[config.mk]
export PLATFORM = sky130hd
export DESIGN_NAME = bcd_display_scanner_flat
export DESIGN_NICKNAME = d
export VERILOG_FILES = /design/src/rtl/bcd_display_scanner_if.sv /design/src/rtl/bcd_display_scanner.sv /design/src/flat_wrapper.sv
export SDC_FILE = /design/constraint.sdc
export NUM_CORES = 1
export LEC_CHECK = 0
export ABC_AREA = 1
export CAP_MARGIN = 20
export CORE_ASPECT_RATIO = 1.4
export CORE_UTILIZATION = 55
export DETAILED_ROUTE_END_ITERATION = 10
export PLACE_DENSITY = 0.8
export REMOVE_ABC_BUFFERS = 1
export SLEW_MARGIN = 30
export SYNTH_ARGS = -nofsm -noshare
export SYNTH_HDL_FRONTEND = slang
export SYNTH_SLANG_ARGS = --single-unit
[constraint.sdc]
create_clock -name clk -period 4.97 [get_ports clk]
set_clock_uncertainty 0.15 [all_clocks]
set_input_delay 0.497 -clock clk [delete_from_list [all_inputs] [get_ports clk]]
set_output_delay 0.497 -clock clk [all_outputs]
set_load 0.01 [all_outputs]
[src/rtl/bcd_display_scanner_if.sv]
// Bus bundle for the multiplexed BCD display scanner: the captured BCD word,
// its load strobe and blanking control in one direction, and the segment /
// digit-enable / frame outputs in the other.
interface bcd_display_scanner_if;
  logic [19:0] in_bcd_value;
  logic        in_load;
  logic        in_blank_zeros;
  logic [6:0]  out_seg;
  logic [4:0]  out_an;
  logic        out_frame;

  // Producer side (upstream converter / testbench) drives the value and controls.
  modport master (
    output in_bcd_value, in_load, in_blank_zeros,
    input  out_seg, out_an, out_frame
  );

  // The scanner itself.
  modport slave (
    input  in_bcd_value, in_load, in_blank_zeros,
    output out_seg, out_an, out_frame
  );
endinterface

[src/rtl/bcd_display_scanner.sv]
// Five-digit time-multiplexed 7-segment driver. A snapshot of the packed BCD
// word is scanned digit by digit onto a shared segment bus with one-hot digit
// enables; optional leading-zero blanking; non-decimal nibbles show a dash.
// Segment and enable outputs are registered in board polarity.
module bcd_display_scanner #(
  parameter int SCAN_DIV   = 50000,
  parameter bit ACTIVE_LOW = 1'b1
) (
  input  logic                  clk,
  input  logic                  reset,
  bcd_display_scanner_if.slave  bus
);

  localparam int              CNT_W   = (SCAN_DIV > 2) ? $clog2(SCAN_DIV) : 1;
  localparam logic [CNT_W-1:0] CNT_MAX = CNT_W'(SCAN_DIV - 1);
  localparam logic [6:0]      SEG_OFF = ACTIVE_LOW ? 7'h7F : 7'h00;
  localparam logic [4:0]      AN_OFF  = ACTIVE_LOW ? 5'h1F : 5'h00;

  // Logical (active-high) segment pattern {g,f,e,d,c,b,a} for one nibble.
  function automatic logic [6:0] seg_decode(input logic [3:0] nib);
    case (nib)
      4'd0:    seg_decode = 7'h3F;
      4'd1:    seg_decode = 7'h06;
      4'd2:    seg_decode = 7'h5B;
      4'd3:    seg_decode = 7'h4F;
      4'd4:    seg_decode = 7'h66;
      4'd5:    seg_decode = 7'h6D;
      4'd6:    seg_decode = 7'h7D;
      4'd7:    seg_decode = 7'h07;
      4'd8:    seg_decode = 7'h7F;
      4'd9:    seg_decode = 7'h6F;
      default: seg_decode = 7'h40;  // dash for 10..15
    endcase
  endfunction

  logic [CNT_W-1:0] presc_q, presc_d;
  logic [2:0]       idx_q,   idx_d;
  logic [19:0]      snap_q,  snap_d;
  logic             wrap_q,  wrap_d;
  logic             frame_q, frame_d;
  logic [6:0]       seg_q,   seg_d;
  logic [4:0]       an_q,    an_d;

  logic             slot_end;
  logic [4:1]       lead_zero;   // digit i and everything above it is zero
  logic [3:0]       cur_nib;
  logic             cur_lead_zero;
  logic [6:0]       seg_logic;
  logic [4:0]       an_logic;

  // Next-state for prescaler, digit index, snapshot and the output pipeline.
  always_comb begin
    // NOTE: every signal written here gets a value before any branch, so no
    // path can leave one unassigned and infer a latch.
    presc_d       = presc_q;
    idx_d         = idx_q;
    snap_d        = snap_q;
    wrap_d        = 1'b0;
    cur_nib       = snap_q[3:0];
    cur_lead_zero = 1'b0;
    lead_zero     = '0;

    slot_end = (presc_q == CNT_MAX);

    if (slot_end) begin
      presc_d = '0;
      idx_d   = (idx_q == 3'd4) ? 3'd0 : idx_q + 3'd1;
      wrap_d  = (idx_q == 3'd4);
    end else begin
      presc_d = presc_q + 1'b1;
    end

    if (bus.in_load) snap_d = bus.in_bcd_value;

    for (int i = 1; i <= 4; i++) lead_zero[i] = ~|(snap_q >> (4 * i));

    case (idx_q)
      3'd1:    begin cur_nib = snap_q[7:4];   cur_lead_zero = lead_zero[1]; end
      3'd2:    begin cur_nib = snap_q[11:8];  cur_lead_zero = lead_zero[2]; end
      3'd3:    begin cur_nib = snap_q[15:12]; cur_lead_zero = lead_zero[3]; end
      3'd4:    begin cur_nib = snap_q[19:16]; cur_lead_zero = lead_zero[4]; end
      default: begin cur_nib = snap_q[3:0];   cur_lead_zero = 1'b0;         end
    endcase

    // Units digit never has a lead-zero flag, so "0" always shows.
    seg_logic = (bus.in_blank_zeros && cur_lead_zero) ? 7'h00 : seg_decode(cur_nib);
    an_logic  = 5'(5'b00001 << idx_q);

    seg_d   = ACTIVE_LOW ? ~seg_logic : seg_logic;
    an_d    = ACTIVE_LOW ? ~an_logic  : an_logic;
    frame_d = wrap_q;
  end

  // State and output registers; reset blanks the display and clears the snapshot.
  always_ff @(posedge clk or posedge reset) begin
    if (reset) begin
      presc_q <= '0;
      idx_q   <= 3'd0;
      snap_q  <= '0;
      wrap_q  <= 1'b0;
      frame_q <= 1'b0;
      seg_q   <= SEG_OFF;
      an_q    <= AN_OFF;
    end else begin
      // NOTE: non-blocking assignments so every register samples the values
      // from before this edge, independent of statement order.
      presc_q <= presc_d;
      idx_q   <= idx_d;
      snap_q  <= snap_d;
      wrap_q  <= wrap_d;
      frame_q <= frame_d;
      seg_q   <= seg_d;
      an_q    <= an_d;
    end
  end

  assign bus.out_seg   = seg_q;
  assign bus.out_an    = an_q;
  assign bus.out_frame = frame_q;

endmodule
[src/flat_wrapper.sv]
// flat-port wrapper written by rule: the top's interface ports become plain ports
module bcd_display_scanner_flat 
#(
  parameter int SCAN_DIV   = 50000,
  parameter bit ACTIVE_LOW = 1'b1
)
  (clk, reset, bus_in_bcd_value, bus_in_load, bus_in_blank_zeros, bus_out_seg, bus_out_an, bus_out_frame);
  bcd_display_scanner_if bus_i ();
  input  logic clk;
  input  logic reset;
  input wire logic [$bits(bus_i.in_bcd_value)-1:0] bus_in_bcd_value;
  input wire logic [$bits(bus_i.in_load)-1:0] bus_in_load;
  input wire logic [$bits(bus_i.in_blank_zeros)-1:0] bus_in_blank_zeros;
  output wire logic [$bits(bus_i.out_seg)-1:0] bus_out_seg;
  output wire logic [$bits(bus_i.out_an)-1:0] bus_out_an;
  output wire logic [$bits(bus_i.out_frame)-1:0] bus_out_frame;
  assign bus_i.in_bcd_value = bus_in_bcd_value;
  assign bus_i.in_load = bus_in_load;
  assign bus_i.in_blank_zeros = bus_in_blank_zeros;
  assign bus_out_seg = bus_i.out_seg;
  assign bus_out_an = bus_i.out_an;
  assign bus_out_frame = bus_i.out_frame;
  bcd_display_scanner #(.SCAN_DIV(SCAN_DIV), .ACTIVE_LOW(ACTIVE_LOW)) u_core (.clk(clk), .reset(reset), .bus(bus_i));
endmodule
==> results of run 1 <==
cells in the mapped netlist, drive strengths merged:
master	instances
nand2	76
inv	51
nand3	42
dfrtp	41
nor2	37
o21ai	19
dfstp	12
ha	11
mux2	11
xor2	5
clkbuf	3
a21oi	2
nor4	2
a31oi	1
buf	1
nand4	1
nor3	1
o21bai	1
xnor2	1
how the worst max path moves through the flow:
stage                                        to  slack, ns  cells past startpoint
final                     u_core.bus.out_seg[3]       2.68                     11
after global routing      u_core.bus.out_seg[3]       2.46                     14
after CTS                 u_core.bus.out_seg[5]       2.66                     13
after detailed placement  u_core.bus.out_seg[5]       2.66                     13
after global placement    u_core.bus.out_seg[5]       2.71                     13
after floorplan           u_core.bus.out_seg[5]       2.93                     13
flip-flops by register name (all words and copies together) (netlist names):
signal                flops
u_core.bus.out_an         5
u_core.bus.out_seg        7
u_core.presc_q           16
u_core.snap_q            20
u_core.idx_q              3
u_core.frame_d            1
u_core.bus.out_frame      1
logic make-up after synthesis:
kind of cell | Yosys count | share of synthesized area [%]
buf+inv | 55 | 7.82
mux | 11 | 4.53
compound gates | 23 | 4.62
simple gates | 159 | 27.1
flops | 53 | 49.0
fa+ha+maj | 11 | 5.03
xor+xnor | 6 | 1.92
power breakdown:
part | leakage [nW] | total [mW] | internal, mW | switching, mW
Sequential | 0.643 | 0.475 | 0.462 | 0.0132
Combinational | 0.906 | 0.113 | 0.0574 | 0.0554
Clock | 0.0574 | 0.299 | 0.164 | 0.136
layout make-up:
class / count / share of cell area, %
Inverter: 51 / 5.93
Tap cell: 64 / 2.45
Clock inverter: 2 / 1.15
Multi-Input combinational cell: 210 / 36.1
Sequential cell: 53 / 41.0
Timing Repair Buffer: 36 / 10.9
Clock buffer: 6 / 2.52
critical path, delay by kind of cell (launching register included):
kind,cells,cell delay (ns)
flops,1,0.47
fa+ha+maj,2,0.61
compound gates,2,0.31
buf+inv,2,0.27
simple gates,5,0.42
metal layers:
layer | global-route usage [%] | vias to the layer above | wire length (um)
met1 | 24.7 | 979 | 2020
met4 | 8.89 | 0 | 97
met5 | 0 | - | 0
met3 | 4.27 | 9 | 109
li1 | - | 1079 | -
met2 | 39.7 | 45 | 2690
cells in the final DEF (no fill, tap or decap), types with 2 or more instances in the layout:
cell,count
nand3_2,2
nor2_4,2
clkdlybuf4s50_1,35
clkbuf_8,6
xor2_1,5
nand2_1,67
inv_1,47
a21oi_1,2
dfrtp_1,41
inv_2,3
o21ai_0,17
nor2_2,2
ha_1,11
nand2_4,6
o21ai_2,2
nand3_1,40
nor4_1,2
mux2_2,11
dfstp_2,12
nand2_2,3
nor2_1,33
through the flow:
step	util [%]	hold slack, ns
floorplan	-	0.181
global placement	65.7	0.187
detailed placement	65.7	0.187
CTS	68.2	0.204
global route	68.1	0.225
finish	68.1	0.204
==> reports/results.txt, run 1 <==
Vias in the first global route: 2130
Std-Cell Rows: 30
Drc violations: 0
Die X: 61.6 um
Slew margin rel.: 58.8%
Hold path endpoint: u_core.bus.out_frame
Final Critical Period: 2.29 ns
Start-to-end type of the worst setup path: reg2reg
GRT Total Usage: 22.2%
Setup Viol. Count Final: 0
Hold Vio Cnt, Final: 0
Worst-path clk slew: 0.09 ns
Non-Filler Instances: 422
Final Cell Area: 3270 um2
Worst Setup End Kind: flip-flop
# Post-CTS Setup Buffers: 0
DR vias: 2112
Syn-to-layout area delta: 19.6%
TritonCTS Buffers: 5
Final setup TNS: 0 ns
Mapped cell area: 2740 um2
Most used cell, CP: nand3_1
Multi-input logic area: 1180 um2
RSZ-0062 raised after global routing: false
CP max FO: 12
Vias per cell: 5.00
GPL Wtd Cong: 0.844
Worst path required time: 5.05 ns
Largest cells by area after synthesis: dfrtp_1 (37%), dfstp_2 (12%), nand2_1 (9.2%)
Mapped Cells: 318
Post-placement cell area: 3160 um2
Resized cells post-CTS: 0
Pwr dens: 271 nW/um2
Crit-path slowest cell: dfrtp_1
Placed insts: 414
Layout cells sized above 1: 14.8%
Worst-Skew Late Latency: 0.30 ns
DRT iter0 DRCs: 74
Flop2flop setup slack: 2.68 ns
Crit-path cells: inv_2 -> ha_1 -> nand2_1 -> o21ai_2 -> nor2_2 -> a21oi_1 -> ha_1 -> inv_1 -> nand3_1 -> nand3_1 -> nand3_1
Critical Path Max Stage Delay: 0.47 ns
CP Data Arrival Time: 2.37 ns
First-pass GRT wire length: 8740 um
Post-synth top area cell: dfrtp_1
Core area: 4800 um2
Hold Path Class: reg2reg
Synth cell types: 26
Initial antenna violation count: 0
Max cap viols: 0
Slew at the pin with the worst max-slew slack: 0.619 ns
Fillers: 416
Reg2reg end: u_core.bus.out_seg[3]
Synth top area share: 37.5%
TritonCTS clock tree: yes
Syn Area/Cell: 8.60 um2
VDD IR max: 0.213 mV
CP startpoint kind: flip-flop
Bufs on Longest Clock Path: 2
Place WS: 2.66 ns
Leak: 1.61 nW
Die height: 85.5 um
H-tree depth: 2
Worst hold stages: 0
Ports: 37
#FFs+latches synth: 53
Critical Path Source: u_core.idx_q[2]
Routed WL per cell: 11.7 um
GRT overflow: 0
Initial core utilization: 57.0%
Worst reg-to-reg path cell count: 11
Pin count of the biggest net entering global routing: 54
# hold bufs at CTS: 0
Period utilisation layout: 46.1%
Total power: 0.887 mW
WL final: 4920 um
DR pass1 iterations: 6
Achievable Freq: 437 MHz
Clock sinks: 53
Root buffer cell: clkbuf_8
Register area share after synthesis: 49.0%
RR Startpoint: u_core.idx_q[2]
Status: finished, final reports clean
Total area of sequential cells: 1340 um2
Synth warn: 0
HP Start: u_core.frame_d
Ant diodes: 0
Final WS setup: 2.68 ns
Max Slew Vio Count: 0
Dpl hpwl: 3760 um
Final ANT Viol Nets: 0
Die footprint: 5270 um2
Final net count: 392
PortBufs: 36
No activity file was read; power rests on OpenSTA's default activity.
==> run 2, diff against run 1 <==
==> constraint.sdc (replaced) <==
create_clock -name clk -period 2.4 [get_ports clk]
set_clock_uncertainty 0.15 [all_clocks]
set_input_delay 0.24 -clock clk [delete_from_list [all_inputs] [get_ports clk]]
set_output_delay 0.24 -clock clk [all_outputs]
set_load 0.01 [all_outputs]
==> run 2 against run 1 <==
Register-to-register slack got worse by 2.5 ns. Sequential share of layout area shrank 0.31 points. Count of clock-buffer cells in the layout is 1 higher. Wire length increased by 5.5%. Hold slack worse by 0.12 ns. Sequential power increased by 110%. Critical endpoint is now u_core.bus.out_seg[0]. Largest cell class unchanged.
==> reports/results.txt, run 2 (same netlist as run 1, synthesis figures left out) <==
PortBufs: 36 (unchanged)
Die footprint: 5270 um2 (unchanged)
Post-placement cell area: 3200 um2 (was 3160 um2)
Slew margin rel.: 74.2% (was 58.8%)
TritonCTS clock tree: yes (unchanged)
Start-to-end type of the worst setup path: reg2reg (unchanged)
Ant diodes: 0 (unchanged)
GRT Total Usage: 22.3% (was 22.2%)
First-pass GRT wire length: 8830 um (was 8740 um)
CP startpoint kind: flip-flop (unchanged)
Flop2flop setup slack: 0.19 ns (was 2.68 ns)
DRT iter0 DRCs: 49 (was 74)
Root buffer cell: clkbuf_8 (unchanged)
Drc violations: 0 (unchanged)
Layout cells sized above 1: 16.8% (was 14.8%)
GPL Wtd Cong: 0.818 (was 0.844)
Met2 Usage GRT: 41.5% (was 39.7%)
Final setup TNS: 0 ns (unchanged)
Fillers: 414 (was 416)
Core area: 4800 um2 (unchanged)
Dpl hpwl: 4110 um (was 3760 um)
Period utilisation layout: 91.9% (was 46.1%)
Layer with the highest usage: met2 (unchanged)
H-tree depth: 2 (unchanged)
Worst-path clk slew: 0.09 ns (about the same)
CP max FO: 9 (was 12)
Routed WL per cell: 12.1 um (was 11.7 um)
Worst reg-to-reg path cell count: 13 (was 11)
Vias in the first global route: 2097 (was 2130)
Most common cell after layout, fill and taps aside: nand2_1 (unchanged)
Initial core utilization: 57.0% (unchanged)
VDD IR max: 0.418 mV (was 0.213 mV)
Leak: 1.61 nW (about the same)
Worst-Skew Late Latency: 0.30 ns (about the same)
Hold Path Class: in2async (was reg2reg)
Final core occ: 68.6% (was 68.1%)
Die height: 85.5 um (unchanged)
Worst Setup End Kind: flip-flop (unchanged)
Die X: 61.6 um (unchanged)
Pin count of the biggest net entering global routing: 30 (was 54)
Largest Register: u_core.snap_q (unchanged)
Max cap viols: 0 (unchanged)
Achievable Freq: 453 MHz (was 437 MHz)
Met3 Use GR: 3.96% (was 4.27%)
Setup Viol. Count Final: 0 (unchanged)
WL final: 5190 um (was 4920 um)
Grt met1 use: 24.4% (was 24.7%)
Std-Cell Rows: 30 (unchanged)
Syn-to-layout area delta: 20.5% (was 19.6%)
Final Cell Area: 3300 um2 (was 3270 um2)
Final net count: 398 (was 392)
Vias per cell: 5.03 (was 5.00)
Pwr dens: 519 nW/um2 (was 271 nW/um2)
GRT overflow: 0 (unchanged)
Bufs on Longest Clock Path: 2 (unchanged)
DR vias: 2151 (was 2112)
Final ANT Viol Nets: 0 (unchanged)
CP Data Arrival Time: 2.27 ns (was 2.37 ns)
Commonest cells after routing, fill and taps aside: nand2_1 (66), inv_1 (47), dfrtp_1 (41) (was nand2_1 (67), inv_1 (47), dfrtp_1 (41))
Max reg flops: 20 (unchanged)
Status: finished, final reports clean (unchanged)
Initial antenna violation count: 0 (unchanged)
Worst path required time: 2.47 ns (was 5.05 ns)
TritonCTS Buffers: 5 (unchanged)
Fin Hold WS: 0.0826 ns (was 0.204 ns)
Total area of sequential cells: 1340 um2 (unchanged)
Final Critical Period: 2.21 ns (was 2.29 ns)
Hold Vio Cnt, Final: 0 (unchanged)
DR pass1 iterations: 4 (was 6)
Ports: 37 (unchanged)
Clock sinks: 53 (unchanged)
Multi-input logic area: 1190 um2 (was 1180 um2)
RSZ-0062 raised after global routing: false (unchanged)
Slew at the pin with the worst max-slew slack: 0.386 ns (was 0.619 ns)
Max Slew Vio Count: 0 (unchanged)
-- run 2: cell types whose count changed in the layout (fill, tap and decap cells not counted), moves of 2 or more --
cell	previous run	this run
buf_4	0	6
ha_1	11	8
clkbuf_1	0	2
ha_2	0	3
-- run 2: cell type report --
class	count	share of cell area, %
inverters	51	5.81
multi-input cells	210	36.2
well taps	64	2.43
flip-flops and latches	53	40.7
repair buffers	42	12.3
clock inverters	1	0.228
clock buffers	7	2.31
-- run 2: repair_timing --
| item | CTS | global route |
|---|---|---|
| setup endpoints to repair | 0 | 4 |
| resized for setup | 0 | 5 |
| hold buffers | 0 | 0 |
| setup buffers | 0 | 0 |
-- run 2: worst paths after layout --
check                                 from                     to
hold / removal                       reset      u_core.presc_q[2]
hold reg to reg             u_core.frame_d   u_core.bus.out_frame
setup reg to reg           u_core.idx_q[0]  u_core.bus.out_seg[0]
max in group asynchronous            reset  u_core.bus.out_seg[3]
setup / recovery           u_core.idx_q[0]  u_core.bus.out_seg[0]
min in group clk            u_core.frame_d   u_core.bus.out_frame
-- run 2: where the power goes --
part           switching [mW]  leakage [nW]  internal (mW)
logic                   0.119         0.932          0.124
clock network           0.277        0.0385          0.207
registers              0.0287         0.643          0.957
total                   0.425          1.61           1.29
-- run 2: critical path, stage by stage, from the launching register on --
cell and delay [ns]:
dfrtp_1 0.42, inv_1 0.10, ha_2 0.24, o21ai_2 0.20, nand2_4 0.12, inv_2 0.11
nand2_1 0.07, nand2_2 0.12, inv_1 0.08, ha_1 0.20, inv_1 0.05, nand2_1 0.06
nand3_1 0.10, nand3_1 0.11
-- run 2: per-layer routing --
| metal | up-vias | wire length [um] |
|---|---|---|
| met3 | 16 | 145 |
| met4 | 0 | 115 |
| li1 | 1086 | - |
| met1 | 1002 | 2000 |
| met2 | 47 | 2930 |
| met5 | - | 0 |
-- run 2: stage by stage --
stage | cells | power (mW) | setup slack, ns
2_1_floorplan | 314 | 1.13 | 0.357
3_3_place_gp | 420 | 1.24 | 0.236
3_5_place_dp | 420 | 1.25 | 0.140
4_1_cts | 428 | 1.73 | 0.124
5_1_grt | 428 | 1.80 | 0.00688
6_report | 428 | 1.71 | 0.195
==> run 3, diff against run 2 <==
--- a/config.mk
+++ b/config.mk
@@ -7,7 +7,6 @@
 export LEC_CHECK = 0
 export ABC_AREA = 1
 export CAP_MARGIN = 20
-export CORE_ASPECT_RATIO = 1.4
 export CORE_UTILIZATION = 55
 export DETAILED_ROUTE_END_ITERATION = 10
 export PLACE_DENSITY = 0.8
==> run 3 against run 2 <==
Global-route usage increased by 0.58 points. Sequential power increased by 0.4%. Critical path depth did not move. Critical endpoint is now u_core.bus.out_seg[5]. Register-to-register slack worse by 0.03 ns. Combinational power barely moved. Largest power group unchanged. Sequential share of layout area decreased by 0.25 points. Non-clock buffer count down 3. Via count is 0.56% higher. Wire length is 4.9% higher. Final cell count did not move. Count of clock-buffer cells in the layout stayed put.
==> reports/results.txt, run 3 (same netlist as run 1, synthesis figures left out) <==
Status: finished, final reports clean (unchanged)
Max Slew Vio Count: 0 (unchanged)
Share of power burned in registers: 53.6% (was 57.6%)
VDD IR max: 0.370 mV (was 0.418 mV)
Clock sinks: 53 (unchanged)
Die height: 72.5 um (was 85.5 um)
Crit-path slowest cell: dfrtp_1 (unchanged)
Routed WL per cell: 12.7 um (was 12.1 um)
Root buffer cell: clkbuf_8 (unchanged)
CP Data Arrival Time: 2.31 ns (was 2.27 ns)
GRT Total Usage: 22.9% (was 22.3%)
First-pass GRT wire length: 9140 um (was 8830 um)
Worst-path clk slew: 0.09 ns (about the same)
Ant diodes: 0 (unchanged)
Fin Hold WS: 0.208 ns (was 0.0826 ns)
Pin count of the biggest net entering global routing: 54 (was 30)
Resized cells post-CTS: 0 (unchanged)
Layout cells sized above 1: 16.1% (was 16.8%)
Sw Share: 23.1% (was 24.8%)
Drc violations: 0 (unchanged)
TritonCTS clock tree: yes (unchanged)
Slew margin rel.: 57.5% (was 74.2%)
Fillers: 385 (was 414)
Worst path required time: 2.48 ns (was 2.47 ns)
Leak: 1.62 nW (was 1.61 nW)
Final net count: 395 (was 398)
Vias in the first global route: 2133 (was 2097)
Worst Setup End Kind: flip-flop (unchanged)
Bufs on Longest Clock Path: 2 (unchanged)
Non-Filler Instances: 428 (unchanged)
Vias per cell: 5.05 (was 5.03)
Hold Vio Cnt, Final: 0 (unchanged)
PortBufs: 36 (unchanged)
CP startpoint kind: flip-flop (unchanged)
Pwr dens: 556 nW/um2 (was 519 nW/um2)
Achievable Freq: 448 MHz (was 453 MHz)
Final ANT Viol Nets: 0 (unchanged)
GPL Wtd Cong: 0.873 (was 0.818)
Commonest cells after routing, fill and taps aside: nand2_1 (66), inv_1 (47), dfrtp_1 (41) (unchanged)
Clock share of power: 33.2% (was 28.3%)
DRT iter0 DRCs: 109 (was 49)
Max reg flops: 20 (unchanged)
Placed insts: 420 (unchanged)
Worst-Skew Late Latency: 0.30 ns (about the same)
Final Cell Area: 3320 um2 (was 3300 um2)
# Post-CTS Setup Buffers: 0 (unchanged)
Int Pwr: 1.42 mW (was 1.29 mW)
Final Critical Period: 2.23 ns (was 2.21 ns)
WL final: 5440 um (was 5190 um)
Ports: 37 (unchanged)
DR pass1 iterations: 4 (unchanged)
Max cap viols: 0 (unchanged)
Largest Register: u_core.snap_q (unchanged)
Die X: 72.5 um (was 61.6 um)
Period utilisation layout: 93.1% (was 91.9%)
Die footprint: 5260 um2 (was 5270 um2)
Std-Cell Rows: 25 (was 30)
Start-to-end type of the worst setup path: reg2reg (unchanged)
TritonCTS Buffers: 5 (unchanged)
H-tree depth: 2 (unchanged)
Crit-path cells: inv_1 -> ha_2 -> o21ai_2 -> nand2_4 -> inv_2 -> nand2_1 -> nand2_1 -> inv_1 -> ha_1 -> inv_1 -> nand3_1 -> nand3_1 -> nand3_1 (was inv_1 -> ha_2 -> o21ai_2 -> nand2_4 -> inv_2 -> nand2_1 -> nand2_2 -> inv_1 -> ha_1 -> inv_1 -> nand2_1 -> nand3_1 -> nand3_1)
Sw Pwr: 0.426 mW (was 0.425 mW)
Comb pwr share: 13.1% (was 14.2%)
DR vias: 2163 (was 2151)
Most common cell after layout, fill and taps aside: nand2_1 (unchanged)
Initial core utilization: 57.6% (was 57.0%)
Hold Path Class: reg2reg (was in2async)
Initial antenna violation count: 0 (unchanged)
GRT overflow: 0 (unchanged)
Dpl hpwl: 3980 um (was 4110 um)
CP max FO: 9 (unchanged)
Core area: 4750 um2 (was 4800 um2)
Slew at the pin with the worst max-slew slack: 0.637 ns (was 0.386 ns)
# hold bufs at CTS: 0 (unchanged)
Critical Path Max Stage Delay: 0.41 ns (was 0.42 ns)
Total power: 1.84 mW (was 1.71 mW)
Setup Viol. Count Final: 0 (unchanged)
Post-placement cell area: 3180 um2 (was 3200 um2)
Syn-to-layout area delta: 21.2% (was 20.5%)
run 3: cell count changes in the layout (fill, tap and decap cells not counted), sizes merged:
cell      delta
bufinv       +1
buf          -3
clkinvlp     -1
run 3: power by group through the flow:
stage,clock [mW],sequential [mW],combinational [mW]
4_1_cts,0.626,0.988,0.243
3_3_place_gp,0,1.00,0.234
6_report,0.613,0.990,0.242
2_1_floorplan,0,1.01,0.121
5_1_grt,0.667,0.995,0.270
3_5_place_dp,0,1.01,0.242
run 3: final timing paths:
check                                 from                    end  slack (ns)  cells past startpoint
max                        u_core.idx_q[0]  u_core.bus.out_seg[5]        0.17                     13
min                         u_core.frame_d   u_core.bus.out_frame        0.21                      0
max reg2reg                u_core.idx_q[0]  u_core.bus.out_seg[5]        0.17                     13
min reg2reg                 u_core.frame_d   u_core.bus.out_frame        0.21                      0
max in group asynchronous            reset      u_core.presc_q[4]        1.39                      3
min in group asynchronous            reset     u_core.presc_q[13]        0.27                      3
run 3: critical path: cells and delay by family (launching register included):
family                     cells  cell delay [ns]
AOI/OAI and AO/OA              1             0.20
adders and majority gates      2             0.45
and+or+nand+nor                6             0.59
buffers and inverters          4             0.37
DFF                            1             0.41
run 3: final cells by class:
type                            count  area (um2)  share of cell area, %
Multi-Input combinational cell    210        1200                   36.2
Tap cell                           67        83.8                   2.53
Clock buffer                        7        86.3                   2.60
Clock inverter                      1        30.0                  0.905
Sequential cell                    53        1340                   40.4
Timing Repair Buffer               39         383                   11.5
Inverter                           51         191                   5.77
run 3: per-layer routing:
| layer | wire length [um] | GRT usage (%) | part of all wire (%) |
|---|---|---|---|
| met3 | 201 | 5.14 | 3.7 |
| met4 | 121 | 8.71 | 2.2 |
| met2 | 2820 | 39.7 | 52 |
| met1 | 2300 | 27.9 | 42 |
| met5 | 0 | 0 | 0 |
run 3: metrics by stage:
stage               setup WS [ns]  setup TNS (ns)  util [%]
finish                      0.165               0      69.8
global route             -0.00587        -0.00587      69.8
CTS                        0.0616               0      69.3
detailed placement         0.0802               0      66.9
global placement            0.211               0      66.9
floorplan                   0.357               0         -
